[config.mk]
export PLATFORM = sky130hd
export DESIGN_NAME = shift_ctrl
export DESIGN_NICKNAME = d
export VERILOG_FILES = /design/src/rtl/shift_ctrl_pkg.sv /design/src/rtl/btn_debounce.sv /design/src/rtl/shift_ctrl.sv
export SDC_FILE = /design/constraint.sdc
export NUM_CORES = 1
export LEC_CHECK = 0
export CORE_ASPECT_RATIO = 1.25
export CORE_MARGIN = 10
export CORE_UTILIZATION = 52
export DETAILED_ROUTE_END_ITERATION = 6
export GPL_TIMING_DRIVEN = 0
export PLACE_DENSITY = 0.72
export SYNTH_ARGS = -nofsm -noshare
export SYNTH_HDL_FRONTEND = slang
export SYNTH_SLANG_ARGS = --single-unit
[constraint.sdc]
create_clock -name clock -period 1.8 [get_ports clock]
set_input_delay 0.45 -clock clock [delete_from_list [all_inputs] [get_ports clock]]
set_output_delay 0.45 -clock clock [all_outputs]
set_load 0.01 [all_outputs]
[src/rtl/shift_ctrl_pkg.sv]
// Shared definitions for the shift-register step controller.
//   - Debounce FSM state encoding.
//   - Default step periods (LIMIT_R0..R3) and debounce confirmation length.
package shift_ctrl_pkg;

   typedef enum logic [1:0] {
      ST_IDLE            = 2'd0,
      ST_CONFIRM_PRESS   = 2'd1,
      ST_PRESSED         = 2'd2,
      ST_CONFIRM_RELEASE = 2'd3
   } dbnc_state_e;

   localparam int DEF_LIMIT_R0        = 16;
   localparam int DEF_LIMIT_R1        = 32;
   localparam int DEF_LIMIT_R2        = 64;
   localparam int DEF_LIMIT_R3        = 128;
   localparam int DEF_DEBOUNCE_CYCLES = 8;

endpackage

[src/rtl/btn_debounce.sv]
// Push-button conditioner: 2-flop synchronizer followed by a debounce FSM.
// Emits a single-cycle press event once the synchronized button has been
// high for DEBOUNCE_CYCLES consecutive samples; releases are silent.
// Ports:
//   clock    in   single rising-edge clock
//   i_reset  in   synchronous active-high reset
//   i_btn    in   raw asynchronous button, active-high
//   o_press  out  one-cycle press event (combinational from registered state)
module btn_debounce
   import shift_ctrl_pkg::*;
#(
   parameter int DEBOUNCE_CYCLES = DEF_DEBOUNCE_CYCLES  // must be >= 2
) (
   input  logic clock,
   input  logic i_reset,
   input  logic i_btn,
   output logic o_press
);

   localparam int CW = $clog2(DEBOUNCE_CYCLES + 1);
   // The sample that opens a confirm state is already counted as 1, so the
   // final confirming sample arrives while the count reads DEBOUNCE_CYCLES-1.
   localparam logic [CW-1:0] CNT_LAST = CW'(DEBOUNCE_CYCLES - 1);
   localparam logic [CW-1:0] CNT_ONE  = CW'(1);

   logic          sync1_q, sync1_d;
   logic          sync2_q, sync2_d;
   dbnc_state_e   state_q, state_d;
   logic [CW-1:0] cnt_q, cnt_d;

   always_comb begin
      sync1_d = i_btn;
      sync2_d = sync1_q;
      state_d = state_q;
      cnt_d   = cnt_q;
      o_press = 1'b0;
      case (state_q)
         ST_IDLE: begin
            if (sync2_q) begin
               state_d = ST_CONFIRM_PRESS;
               cnt_d   = CNT_ONE;
            end
         end
         ST_CONFIRM_PRESS: begin
            if (!sync2_q) begin
               state_d = ST_IDLE;
               cnt_d   = '0;
            end else if (cnt_q == CNT_LAST) begin
               state_d = ST_PRESSED;
               cnt_d   = '0;
               o_press = 1'b1;
            end else begin
               cnt_d = cnt_q + 1'b1;
            end
         end
         ST_PRESSED: begin
            if (!sync2_q) begin
               state_d = ST_CONFIRM_RELEASE;
               cnt_d   = CNT_ONE;
            end
         end
         ST_CONFIRM_RELEASE: begin
            if (sync2_q) begin
               state_d = ST_PRESSED;
               cnt_d   = '0;
            end else if (cnt_q == CNT_LAST) begin
               state_d = ST_IDLE;
               cnt_d   = '0;
            end else begin
               cnt_d = cnt_q + 1'b1;
            end
         end
         default: begin
            state_d = ST_IDLE;
            cnt_d   = '0;
         end
      endcase
   end

   always_ff @(posedge clock) begin
      if (i_reset) begin
         sync1_q <= 1'b0;
         sync2_q <= 1'b0;
         state_q <= ST_IDLE;
         cnt_q   <= '0;
      end else begin
         sync1_q <= sync1_d;
         sync2_q <= sync2_d;
         state_q <= state_d;
         cnt_q   <= cnt_d;
      end
   end

endmodule

[src/rtl/shift_ctrl.sv]
// Step controller for a reversible shift register.
// A rate counter issues a one-cycle step strobe every LIMIT(sel) cycles while
// enabled; a debounced reverse button raises a pending request that is shown
// on o_reverse and consumed by the next step.
// Ports:
//   clock       in   single rising-edge clock
//   i_reset     in   synchronous active-high reset
//   i_enable    in   1 = stepping runs, 0 = counter holds
//   i_rate_sel  in   [1:0] selects LIMIT_R0..LIMIT_R3
//   i_btn_rev   in   raw asynchronous reverse button, active-high
//   o_valid     out  one-cycle step strobe
//   o_reverse   out  pending direction-toggle request
module shift_ctrl
   import shift_ctrl_pkg::*;
#(
   parameter int NB_COUNTER      = 32,
   parameter int LIMIT_R0        = DEF_LIMIT_R0,
   parameter int LIMIT_R1        = DEF_LIMIT_R1,
   parameter int LIMIT_R2        = DEF_LIMIT_R2,
   parameter int LIMIT_R3        = DEF_LIMIT_R3,
   parameter int DEBOUNCE_CYCLES = DEF_DEBOUNCE_CYCLES
) (
   input  logic       clock,
   input  logic       i_reset,
   input  logic       i_enable,
   input  logic [1:0] i_rate_sel,
   input  logic       i_btn_rev,
   output logic       o_valid,
   output logic       o_reverse
);

   logic [NB_COUNTER-1:0] cnt_q, cnt_d;
   logic [NB_COUNTER-1:0] limit_m1;
   logic                  valid_q, valid_d;
   logic                  pend_q, pend_d;
   logic                  step;
   logic                  press;

   btn_debounce #(
      .DEBOUNCE_CYCLES (DEBOUNCE_CYCLES)
   ) u_btn_debounce (
      .clock   (clock),
      .i_reset (i_reset),
      .i_btn   (i_btn_rev),
      .o_press (press)
   );

   always_comb begin
      case (i_rate_sel)
         2'd0:    limit_m1 = NB_COUNTER'(LIMIT_R0 - 1);
         2'd1:    limit_m1 = NB_COUNTER'(LIMIT_R1 - 1);
         2'd2:    limit_m1 = NB_COUNTER'(LIMIT_R2 - 1);
         default: limit_m1 = NB_COUNTER'(LIMIT_R3 - 1);
      endcase
   end

   always_comb begin
      // ">=" rather than "==" so that switching to a shorter period while the
      // counter is already past it steps immediately instead of wrapping.
      step    = i_enable && (cnt_q >= limit_m1);
      valid_d = step;
      cnt_d   = cnt_q;
      if (step)
         cnt_d = '0;
      else if (i_enable)
         cnt_d = cnt_q + 1'b1;
      // A step cycle (valid_q) consumes the request; a press in that same
      // cycle re-arms it for the following step.
      pend_d = press | (pend_q & ~valid_q);
   end

   always_ff @(posedge clock) begin
      if (i_reset) begin
         cnt_q   <= '0;
         valid_q <= 1'b0;
         pend_q  <= 1'b0;
      end else begin
         cnt_q   <= cnt_d;
         valid_q <= valid_d;
         pend_q  <= pend_d;
      end
   end

   assign o_valid   = valid_q;
   assign o_reverse = pend_q;

endmodule

==> results_dict.tcl <==
set metrics [dict create \
    regArea_sq_um 884.6 \
    wl_mm 5.645 \
    synth-main-ff-cell "dfxtp_1" \
    violations "setup timing" \
    place.gp.congestion 0.7652 \
    drc 0 \
    utilization_pct 78.31 \
    postSynth.asyncResetShare_pct 0 \
    avgRoutedWirePerCell_microns 17.11 \
    final_hold_viol_count 0 \
    sw_frac_of_total_pct 23.35 \
    first_iter_violations 94 \
    die_h_microns 91.23 \
    synth_seq_cells 42 \
    cp_slowest_cell "or4_4" \
    avgViaCountPerCell 6.176 \
    grt_pass1_wl_mm 8.907 \
    ys_seq_area_share_pct 39.83 \
    cp.arrival_ns 2.13 \
    leakage_nw 1.015 \
    cts_inserted_buffers 5 \
    path_cells "buf_6 -> nand4_4 -> or4_4 -> or4b_4 -> a211oi_2" \
    dpl.hpwl_mm 3.135 \
    status "complete, but fails checks" \
    cp.required_ns 2.02 \
    cts_buffer_depth 2 \
    power.switching_uw 392.9 \
    clk_pin_slew_ns 0.08 \
    p_per_area_nw_per_um2 558.6 \
    cp_max_fo 7 \
    clock_sinks 42 \
    pwr-share-comb_pct 6.5 \
    firstDrtPassIters 4 \
    seqPwrFrac_pct 55.4 \
    vdd_drop_max_mv 0.5001 \
    antenna_found_initial 0 \
    grt-ovfl-total 0 \
    end_kind "flop" \
    yosysWarnings 0 \
    tns_ns -0.6008 \
    final-max-slew-violation-count 0 \
    worst_slack_ns -0.1029 \
    h-tree-depth 2 \
    skew_ns 0.006253 \
    relSlewSlack_pct 66.29 \
    min_period_over_period_pct 105.7 \
    p_int_mw 1.290 \
    core_sq_um 3847 \
    cts_tree "yes" \
    setup_violations 11 \
    fin_crit_ns 1.903 \
    rsz0062_at_grt "yes" \
    grt_usage_pct 15.03 \
    clock.fmax_mhz 525.5 \
    netlist_area_sq_um 2111 \
    grt_max_degree 14 \
    fill_cells 250 \
    route.vias.total 2038 \
    place.port_buffers 7 \
    cts-root-buf "clkbuf_8" \
    io_pins 8 \
    grt_pass1_vias 1823 \
    slowest_delay_ns 0.59 \
    max-cap-violations 0 \
    ant_nets 0 \
    yosysUniqueCellTypes 48 \
    holdPathStages 1 \
    drive_gt1_share_pct 43.48 \
    tightest_slew_ns 0.5039 \
    hold_path_class "reg -> reg" \
    fp-row-count 25 \
    critPathKind "reg -> reg" \
    cp-start-kind "flop" \
    syn_to_final_growth_pct 42.74 \
    synthCells 238 \
    insertion_delay_ns 0.30 \
    synth_edf_count 0 \
    pwr-share-clk_pct 38.1 \
    die_w_microns 76.99 \
    synth_nets 249 \
    synth.avg_cell_area_sq_um 8.869 \
    multiInputGateArea_sq_um 1493 \
    ff2ff_path_depth 5 \
    nets 286 \
    start_util_pct 54.86 \
    die_area_sq_um 7023 \
    diodes 0 \
]
## per-layer routing
metal  up-vias  wire, microns  track usage, %
met5         -              0               0
met4         0             95           4.573
met3        11            211           3.649
met2        40           2928           25.70
met1      1007           2409           18.10
li1        980              -               -
## stage by stage
stage | setup slack (ns) | instances | hold WS (ns) | instance area, sq um | total power, mW
final | -0.1029 | 330 | 0.4601 | 3013 | 1.683
after global routing | -0.1631 | 330 | 0.4661 | 3013 | 1.741
after CTS | -0.1497 | 321 | 0.4512 | 2811 | 1.698
after detailed placement | -0.8830 | 299 | 0.4350 | 2361 | 1.039
after global placement | -0.8459 | 299 | 0.4172 | 2361 | 1.037
after floorplan | -0.07799 | 238 | 0.4138 | 2223 | 1.012
## cell usage in the layout, fill, tap and decap left out, types with 3 or more instances in the layout
| cell | synthesis | final |
|---|---|---|
| nor4_2 | 0 | 3 |
| dfxtp_1 | 42 | 27 |
| or4_4 | 0 | 6 |
| o21ai_0 | 13 | 6 |
| clkbuf_8 | 0 | 8 |
| nand4_4 | 1 | 3 |
| buf_4 | 0 | 17 |
| dfxtp_4 | 0 | 10 |
| clkdlybuf4s50_1 | 0 | 4 |
| buf_8 | 0 | 4 |
| or3_1 | 12 | 9 |
| buf_6 | 1 | 6 |
| o21ai_2 | 0 | 5 |
| a211oi_2 | 0 | 15 |
| inv_1 | 6 | 6 |
| nand3_1 | 10 | 9 |
| clkbuf_16 | 0 | 3 |
| nor2_1 | 10 | 9 |
| xnor2_1 | 9 | 8 |
| nand4_1 | 7 | 7 |
| nand2_1 | 13 | 13 |
| or3_4 | 0 | 3 |
| buf_2 | 1 | 3 |
| o31ai_1 | 5 | 4 |
| a21oi_1 | 4 | 4 |
| nor3_2 | 0 | 11 |
| nor3b_1 | 3 | 3 |
| dfxtp_2 | 0 | 5 |
| xor2_1 | 4 | 4 |
| nor4_1 | 10 | 7 |
| ha_1 | 5 | 3 |
| nor2b_1 | 4 | 4 |
## final timing paths
| kind | end | startpoint | slack, ns |
|---|---|---|---|
| setup / recovery | cnt_q[24]$_SDFFE_PP0P_ | cnt_q[3]$_SDFFE_PP0P_ | -0.10 |
| hold / removal | u_btn_debounce.sync2_q$_SDFF_PP0_ | u_btn_debounce.sync1_q$_SDFF_PP0_ | 0.46 |
| setup reg to reg | cnt_q[24]$_SDFFE_PP0P_ | cnt_q[3]$_SDFFE_PP0P_ | -0.10 |
| hold reg to reg | u_btn_debounce.sync2_q$_SDFF_PP0_ | u_btn_debounce.sync1_q$_SDFF_PP0_ | 0.46 |
## flip-flops by register name, indices dropped and copies added, names as in the netlist, named ones only
register	count
cnt_q	32
o_reverse	1
o_valid	1
u_btn_debounce.cnt_q	4
u_btn_debounce.state_q	1
u_btn_debounce.sync1_q	1
u_btn_debounce.sync2_q	1
## synth_stat cells, types with 6 or more instances
library cell	instances	share of area, %
nor4_1	10	3.0
nor3_1	14	3.3
or3_1	12	3.6
nor2_1	10	1.8
dfxtp_1	42	40
clkbuf_1	9	1.6
nand2_1	13	2.3
o21ai_0	13	3.1
inv_1	6	1.1
xnor2_1	9	3.7
a211oi_1	18	6.4
nand3_1	10	2.4
nand4_1	7	2.1
or4_1	7	2.5
## kinds of logic (layout without fill, tap and decap cells)
kind of cell | count (synthesis) | after routing | share of synthesized area [%]
buffers and inverters | 19 | 57 | 3.852
adders and majority gates | 5 | 5 | 2.964
DFF | 42 | 42 | 39.83
muxes | 2 | 2 | 1.008
xor gates and xnor gates | 13 | 13 | 5.394
AOI/OAI and AO/OA | 49 | 49 | 15.89
and+or+nand+nor | 108 | 108 | 31.06
## cell type report
class                           count  share of cell area (%)
Timing Repair Buffer               32                   9.884
Inverter                            6                  0.7475
Clock buffer                        6                   2.741
Multi-Input combinational cell    177                   49.54
Clock inverter                      2                  0.3738
Buffer                             11                   5.108
Sequential cell                    42                   29.36
Tap cell                           54                   2.243
## worst max-delay path: cells and delay by family, from the launching register on
family                 cells  cell delay (ns)
AOI/OAI and AO/OA          1             0.19
buffers and inverters      1             0.11
and+or+nand+nor            3             1.18
DFF                        1             0.33
## power groups by stage
stage | Sequential [mW] | Combinational, mW | Clock (mW)
2_1_floorplan | 0.966 | 0.0458 | 0
6_report | 0.932 | 0.109 | 0.642
4_1_cts | 0.941 | 0.105 | 0.652
3_5_place_dp | 0.968 | 0.0706 | 0
5_1_grt | 0.933 | 0.117 | 0.691
3_3_place_gp | 0.968 | 0.0692 | 0
## repair_timing
action                                  in CTS  in global routing
gates cloned                                 3                  0
setup buffers                               12                 11
hold buffers                                 0                  0
gates resized for setup                     67                 40
endpoints found under the setup margin      33                 33
pin swaps                                   34                 13
(Power assumes the default switching activity.)
